[src/rtl/pipe_hazard_ctrl.sv]
// rtl/pipe_hazard_ctrl.sv - pipeline freeze/flush/bubble sequencer for PC, IF/ID, ID/EX, EX/MEM
// Optional perf counters stall_cycles/flush_events when HAZARD_PERF_EN is defined.
module pipe_hazard_ctrl #(
  parameter int MEM_WAIT_MAX = 15,
  parameter int FLUSH_EXTRA  = 1
`ifdef HAZARD_PERF_EN
  , parameter int PERF_W     = 16
`endif
) (
  input  logic       clk_IDEX,
  input  logic       rst_IDEX,
  input  logic [4:0] Rs1_addr_ID,
  input  logic [4:0] Rs2_addr_ID,
  input  logic       Rs1_used_ID,
  input  logic       Rs2_used_ID,
  input  logic [4:0] Rd_addr_EX,
  input  logic [1:0] MemtoReg_EX,
  input  logic       RegWrite_EX,
  input  logic       Branch_taken_EX,
  input  logic       Jump_EX,
  input  logic       mem_req_MEM,
  input  logic       mem_ready_MEM,
  output logic       en_PC,
  output logic       en_IFID,
  output logic       flush_IFID,
  output logic       en_IDEX,
  output logic       flush_IDEX,
  output logic       en_EXMEM,
  output logic       mem_timeout,
  output logic [1:0] ctrl_state
`ifdef HAZARD_PERF_EN
  , output logic [PERF_W-1:0] stall_cycles
  , output logic [PERF_W-1:0] flush_events
`endif
);

  typedef enum logic [1:0] {
    S_RUN      = 2'd0,
    S_MEM_WAIT = 2'd1,
    S_FLUSH    = 2'd2
  } state_t;

  localparam logic [7:0] WAIT_MAX   = 8'(MEM_WAIT_MAX);
  localparam logic [1:0] FLUSH_LOAD = 2'(FLUSH_EXTRA);

  state_t     state, next_state;
  logic [7:0] wait_cnt, next_wait_cnt;
  logic [1:0] flush_cnt, next_flush_cnt;

  logic memstall, redirect, loaduse, wait_abort;

  assign memstall = mem_req_MEM & ~mem_ready_MEM;
  assign redirect = Branch_taken_EX | Jump_EX;
  assign loaduse  = (MemtoReg_EX == 2'b01) && RegWrite_EX && (Rd_addr_EX != 5'd0) &&
                    ((Rs1_used_ID && (Rs1_addr_ID == Rd_addr_EX)) ||
                     (Rs2_used_ID && (Rs2_addr_ID == Rd_addr_EX)));
  assign wait_abort = memstall && (state == S_MEM_WAIT) && (wait_cnt == WAIT_MAX);

  always_ff @(negedge clk_IDEX or posedge rst_IDEX) begin
    if (rst_IDEX) begin
      state     <= S_RUN;
      wait_cnt  <= 8'd0;
      flush_cnt <= 2'd0;
    end else begin
      state     <= next_state;
      wait_cnt  <= next_wait_cnt;
      flush_cnt <= next_flush_cnt;
    end
  end

  always_comb begin
    next_state     = state;
    next_wait_cnt  = wait_cnt;
    next_flush_cnt = flush_cnt;
    en_PC          = 1'b1;
    en_IFID        = 1'b1;
    en_IDEX        = 1'b1;
    en_EXMEM       = 1'b1;
    flush_IFID     = 1'b0;
    flush_IDEX     = 1'b0;
    mem_timeout    = 1'b0;

    if (wait_abort) begin
      mem_timeout   = 1'b1;
      next_state    = S_RUN;
      next_wait_cnt = 8'd0;
    end else if (memstall) begin
      // Full freeze; a pending redirect waits in EX until the stall clears.
      en_PC    = 1'b0;
      en_IFID  = 1'b0;
      en_IDEX  = 1'b0;
      en_EXMEM = 1'b0;
      if (state == S_MEM_WAIT) begin
        next_wait_cnt = wait_cnt + 8'd1;
      end else if (state != S_FLUSH) begin
        next_state    = S_MEM_WAIT;
        next_wait_cnt = 8'd1;
      end
    end else if (state == S_FLUSH) begin
      flush_IFID = 1'b1;
      flush_IDEX = redirect | loaduse;
      if (redirect) begin
        next_flush_cnt = FLUSH_LOAD;
      end else begin
        next_flush_cnt = flush_cnt - 2'd1;
        if (flush_cnt == 2'd1) next_state = S_RUN;
      end
    end else begin
      next_state    = S_RUN;
      next_wait_cnt = 8'd0;
      if (redirect) begin
        flush_IFID = 1'b1;
        flush_IDEX = 1'b1;
        if (FLUSH_LOAD != 2'd0) begin
          next_state     = S_FLUSH;
          next_flush_cnt = FLUSH_LOAD;
        end
      end else if (loaduse) begin
        en_PC      = 1'b0;
        en_IFID    = 1'b0;
        flush_IDEX = 1'b1;
      end
    end

    if (rst_IDEX) begin
      en_PC       = 1'b0;
      en_IFID     = 1'b0;
      en_IDEX     = 1'b0;
      en_EXMEM    = 1'b0;
      flush_IFID  = 1'b1;
      flush_IDEX  = 1'b1;
      mem_timeout = 1'b0;
    end
  end

  assign ctrl_state = state;

`ifdef HAZARD_PERF_EN
  logic redirect_serviced;
  assign redirect_serviced = redirect & ~memstall;

  always_ff @(negedge clk_IDEX or posedge rst_IDEX) begin
    if (rst_IDEX) begin
      stall_cycles <= '0;
      flush_events <= '0;
    end else begin
      if (!en_PC && (stall_cycles != '1)) stall_cycles <= stall_cycles + 1'b1;
      if (redirect_serviced && (flush_events != '1)) flush_events <= flush_events + 1'b1;
    end
  end
`endif

endmodule
[config.mk]
export PLATFORM = sky130hd
export DESIGN_NAME = pipe_hazard_ctrl
export DESIGN_NICKNAME = d
export VERILOG_FILES = /design/src/rtl/pipe_hazard_ctrl.sv
export SDC_FILE = /design/constraint.sdc
export NUM_CORES = 1
export LEC_CHECK = 0
export CORE_ASPECT_RATIO = 2
export CORE_UTILIZATION = 25
export CTS_BUF_LIST = sky130_fd_sc_hd__clkbuf_8 sky130_fd_sc_hd__clkbuf_16
export DETAILED_ROUTE_END_ITERATION = 7
export SLEW_MARGIN = 10
export SYNTH_ARGS = -nofsm -noshare
export SYNTH_HDL_FRONTEND = slang
export SYNTH_SLANG_ARGS = --single-unit
[constraint.sdc]
create_clock -name clk_IDEX -period 5.4 [get_ports clk_IDEX]
set_input_delay 1.08 -clock clk_IDEX [delete_from_list [all_inputs] [get_ports clk_IDEX]]
set_output_delay 1.08 -clock clk_IDEX [all_outputs]
set_load 0.005 [all_outputs]
**Yosys cells after proc, flatten, opt, wreduce, memory -nomap -nowiden**

Cells that the tools add are included.

- Memory bits (read-only): 0
- Latch bits: 0
- Register bits after elaboration: 12
- Memories: 0
- RAM bits: 0
- Input port bits: 26

- Multiplexer cells: 38
- Eq/ne operators: 14
- Shifts and indexed selects: 0
- $mul: 0
- Bitwise operators: 6
- Divide/modulo/power cells: 0
- Order comparisons: 0
- Reductions and logical operators: 13
- Add/sub/neg operators: 2

Operator list:

| operator | number |
|---|---|
| $mux 8 | 5 |
| $mux 1 | 22 |
| $mux 2 | 11 |
| $eq 5x5->1 | 2 |
| $add 8x1->8 const B | 1 |
| $eq 8x4->1 const B | 1 |
| $logic_and 1x1->1 | 7 |
| $eq 2x1->1 const B | 3 |
| $ne 3x3->1 const B | 2 |
| $reduce_bool 5->1 | 1 |
| $ne 4x1->1 const B | 1 |
| $ne 4x3->1 const B | 1 |
| $ne 4x4->1 const B | 1 |
| $reduce_and 4->1 | 1 |
| $ne 3x1->1 const B | 1 |
| $not 1->1 | 3 |
| $reduce_and 3->1 | 1 |
| $eq 2x2->1 const B | 1 |
| $ne 2x2->1 const B | 1 |
| $or 1x1->1 | 2 |
| $reduce_and 2->1 | 1 |
| $reduce_bool 2->1 | 1 |
| $sub 2x1->2 const B | 1 |
| $and 1x1->1 | 1 |
| $logic_or 1x1->1 | 1 |

**Logic depth before layout (Yosys ltp)**

- Word-level depth: 10
- Mapped depth: 6
- Depth with buffers taken out: 5

==> impl.org <==
** Run status
- The flow ran to the end, but the final reports show violations.
- The checks that failed: negative setup slack.

** GRT
- Number of global-route vias before repair :: 1002
- Initial antenna violation count :: 0
- First-pass GRT wire length :: about 4.2 mm
- Total global routing overflow :: 0
- Across every metal layer, demand over resource in global routing totals 0.1520.
- Entering global routing, the biggest net connects 14 pins.

** Synthesis
- Of the total synthesized cell area, the portion taken by full adders, half adders and majority gates is 0.03012.
- Largest family of logic cells by synthesized area :: simple AND/OR/NAND/NOR gates
- Fraction of post-synthesis cell area in the top cell type by area :: 0.3614
- Counting flops with a built-in enable in the synthesized netlist gives 0.
- After synthesis, the share of cell area in mux cells is 0.01205.
- Of the total synthesized cell area, the portion taken by XOR and XNOR cells is 0.1687.
- Register bit total from synthesis :: 12
- Share of the synthesized area in compound gates (AO/OA/AOI/OAI) :: 0.1190
- Fraction of synthesis flops using an asynchronous set or reset pin :: 1.000
- Of the synthesized area, sequential elements account for 0.3614.
- In this run the cell area of the synthesized design comes to between 800 and 900 um^2.
- Number of warnings printed during yosys synthesis :: 0
- Yosys cell types :: 34
- Of the total synthesized cell area, the portion taken by AND, OR, NAND and NOR gates is 0.2771.
- Most area-consuming cells after synthesis :: dfrtn_1 36%, xnor2_1 15%, nor2_1 5.0%
- Largest area contributor in the netlist :: dfrtn_1
- Cell count after synthesis :: 91
- Each instance of the synthesized netlist takes up on average between 9 and 10 um^2.
- Post-Synthesis Net Count :: 119
- Prevailing post-synth register cell :: dfrtn_1

** Placed design
- Pre-CTS WS :: -335.1 ps
- Area post-placement :: approximately 0.0013 mm^2
- Final Wtd Congestion :: 0.7350
- Detailed placement HPWL :: 2.124 mm
- Port buffering added 34 buffers.

** Pwr
- Fraction of power spent switching nets :: 0.2451
- Switching component of the power :: 0.06262 mW
- The share of total power dissipated in the clock network is 0.293.
- Max IR drop VDD :: 164.7 uV
- Static leakage :: 0.6193 nW
- In this run the power density over the cells is about 180 mW/mm^2.
- Power share of the combinational group :: 0.318
- The internal portion of the total power is 0.1929 mW.
- The share of total power dissipated in sequential elements is 0.388.

** Detailed routing
- Before antenna repair, the detailed router went through 4 iterations.
- Count of nets left with antenna violations after detail routing :: 0
- Per-cell via count in the routed design :: between 4 and 5
- After detailed routing, the number of remaining DRC violations is 0.
- Average wire length per cell after detail routing :: between 10 and 15 um
- Via total after detailed routing :: ~900
- Routed wire length :: 2.554 mm
- Violation count after the first detailed-routing iteration :: 7

** Setup path
- Crit end category :: output port
- For this design, the slowest cell found on the critical path is dfrtn_1.
- Buffer and inverter count on the worst path :: 1
- Data arrives at the worst endpoint at 4430 ps.
- At the worst endpoint, the required time is 4320 ps.
- Along the worst path, the maximum fanout reaches 2.
- Setup CP Type :: reg -> out
- The signal on the critical path passes through ha_2, nor4b_4, nand2_2, o311a_1, a21boi_2, buf_2.
- In this design, the stage delay of the slowest critical-path cell is 410 ps.
- Startpoint kind of the worst setup timing path :: register
- Crit path max-delay family :: compound AO/OA/AOI/OAI gates
- For flop-to-flop paths, the worst setup slack is 3670 ps.

** Floorplanning
- The die is 83.53 um tall.
- Die Area :: 0.003572 mm^2
- Standard-cell rows :: 29
- Horizontal extent of the die :: 42.76 um
- Area of the core region :: 0.003157 mm^2
- IO Count :: 35
- The initial utilization of the core area, before any placement, comes to 0.2632.

** Final layout
- Summing all multi-input logic gate instances after layout gives about 530 um^2.
- Top library cells by usage in the layout, fill and taps aside :: 28 x clkdlybuf4s50_1, 24 x buf_4, 14 x xnor2_1
- Relative area change from synthesis to final layout :: 73.95%
- Number of antenna cells inserted :: 0
- The library cell used most frequently in the layout, excluding fill and tap cells, is clkdlybuf4s50_1.
- Proportion of layout cells with a drive suffix above 1 :: 0.2715
- Number of fill cells in the layout :: 327
- Design Area, Final :: ~0.0014 mm^2
- FF/Latch Area :: around 300 um^2
- Net total in the final layout :: 181

** Clock network
- Number of clock sinks seen by CTS :: 12
- Max clock buf depth :: 2
- At the later pin of the worst-skew pair, clock insertion delay measures ~250 ps.
- TritonCTS created 3 clock buffers.
- The cell sitting at the root of the clock tree is a clkbuf_8.
- H-tree depth :: 1
- TritonCTS built the clock tree.
- Clock slew seen by the registers of the worst setup and hold paths :: 40 ps
- Hold bufs inserted after CTS :: 0

** Worst hold path
- The worst hold path belongs to the class reg -> reg.

** STA
- The number of max-slew violations in the final report was 0.
- Maximum clock skew at final layout :: between 1.5 and 2 ps
- Relative slew slack :: 0.6730
- Number of failing setup endpoints in the final timing report :: 3
- The final number of hold-violating endpoints was 0.
- Setup repair after global routing could not meet its margin everywhere.
- Actual slew at the worst max-slew pin :: slightly below 500 ps
- After layout, the worst setup slack is -112.6 ps.

** Flow run
- Number of max-capacitance violations reported :: 0
==> worst paths after layout <==
check,startpoint,end,cells after the start
max,wait_cnt[1],en_IFID,6
min,flush_cnt[0],flush_cnt[0],1
max reg2reg,wait_cnt[1],wait_cnt[1],7
min reg2reg,flush_cnt[0],flush_cnt[0],1
max in group asynchronous,rst_IDEX,wait_cnt[6],2
min in group asynchronous,rst_IDEX,wait_cnt[1],2
==> flip-flops by register name (all words and copies together) (netlist names) <==
register	flops
ctrl_state	2
wait_cnt	8
flush_cnt	2
==> cell usage after synthesis, drive strengths merged (2+ instances only) <==
library cell	count
nor3	2
dfrtn	12
ha	2
a21oi	3
inv	3
nor4	2
o22ai	2
nor4b	2
xnor2	14
a31oi	2
nand2	9
nor2b	3
xor2	2
nand2b	2
nor2	11
buf	2
nand4	3
==> per-stage QoR <==
step | total power, mW | TNS, ps | instances | hold slack, ps | utilization
3_5_place_dp | 0.1796 | -1071 | 174 | 455.2 | 0.4261
4_1_cts | 0.2603 | -384.2 | 181 | 455.4 | 0.4550
5_1_grt | 0.2720 | -665.3 | 182 | 467.8 | 0.4578
3_3_place_gp | 0.1783 | -909.3 | 174 | 422.1 | 0.4261
2_1_floorplan | 0.1303 | 0 | 91 | 408.6 | -
6_report | 0.2555 | -296.5 | 182 | 444.8 | 0.4578
==> per-layer routing <==
layer  vias to the layer above  part of all wire  track usage
li1                        444                 -            -
met1                       422              0.32       0.1320
met2                        35              0.59       0.3085
met3                         2             0.077      0.03030
met4                         0            0.0074      0.05682
met5                         -                 0            0
==> final cells by class <==
type,instances,area share
multi-input cells,74,0.3697
repair buffers,59,0.3593
inverters,3,0.007792
well taps,31,0.02684
clock buffers,3,0.02857
flip-flops and latches,12,0.2078
==> what timing repair did <==
action / in CTS / in global routing
setup buffers: 4 / 1
gates cloned: 0 / 0
resized for setup: 29 / 1
pin swaps: 3 / 2
endpoints found under the setup margin: 6 / 6
==> logic make-up after synthesis <==
kind of cell,Yosys count
compound gates,14
xor+xnor,16
fa+ha+maj,2
buf+inv,5
flops,12
mux,1
simple gates,41
==> power groups by stage <==
stage               registers, mW  clock network (mW)  logic [mW]
floorplan                   0.101                   0      0.0297
global placement            0.100                   0      0.0781
detailed placement          0.100                   0      0.0792
CTS                        0.0991              0.0792      0.0819
global route               0.0998              0.0834      0.0888
finish                     0.0992              0.0750      0.0813
Note: power is estimated with default switching activity, not from simulation.
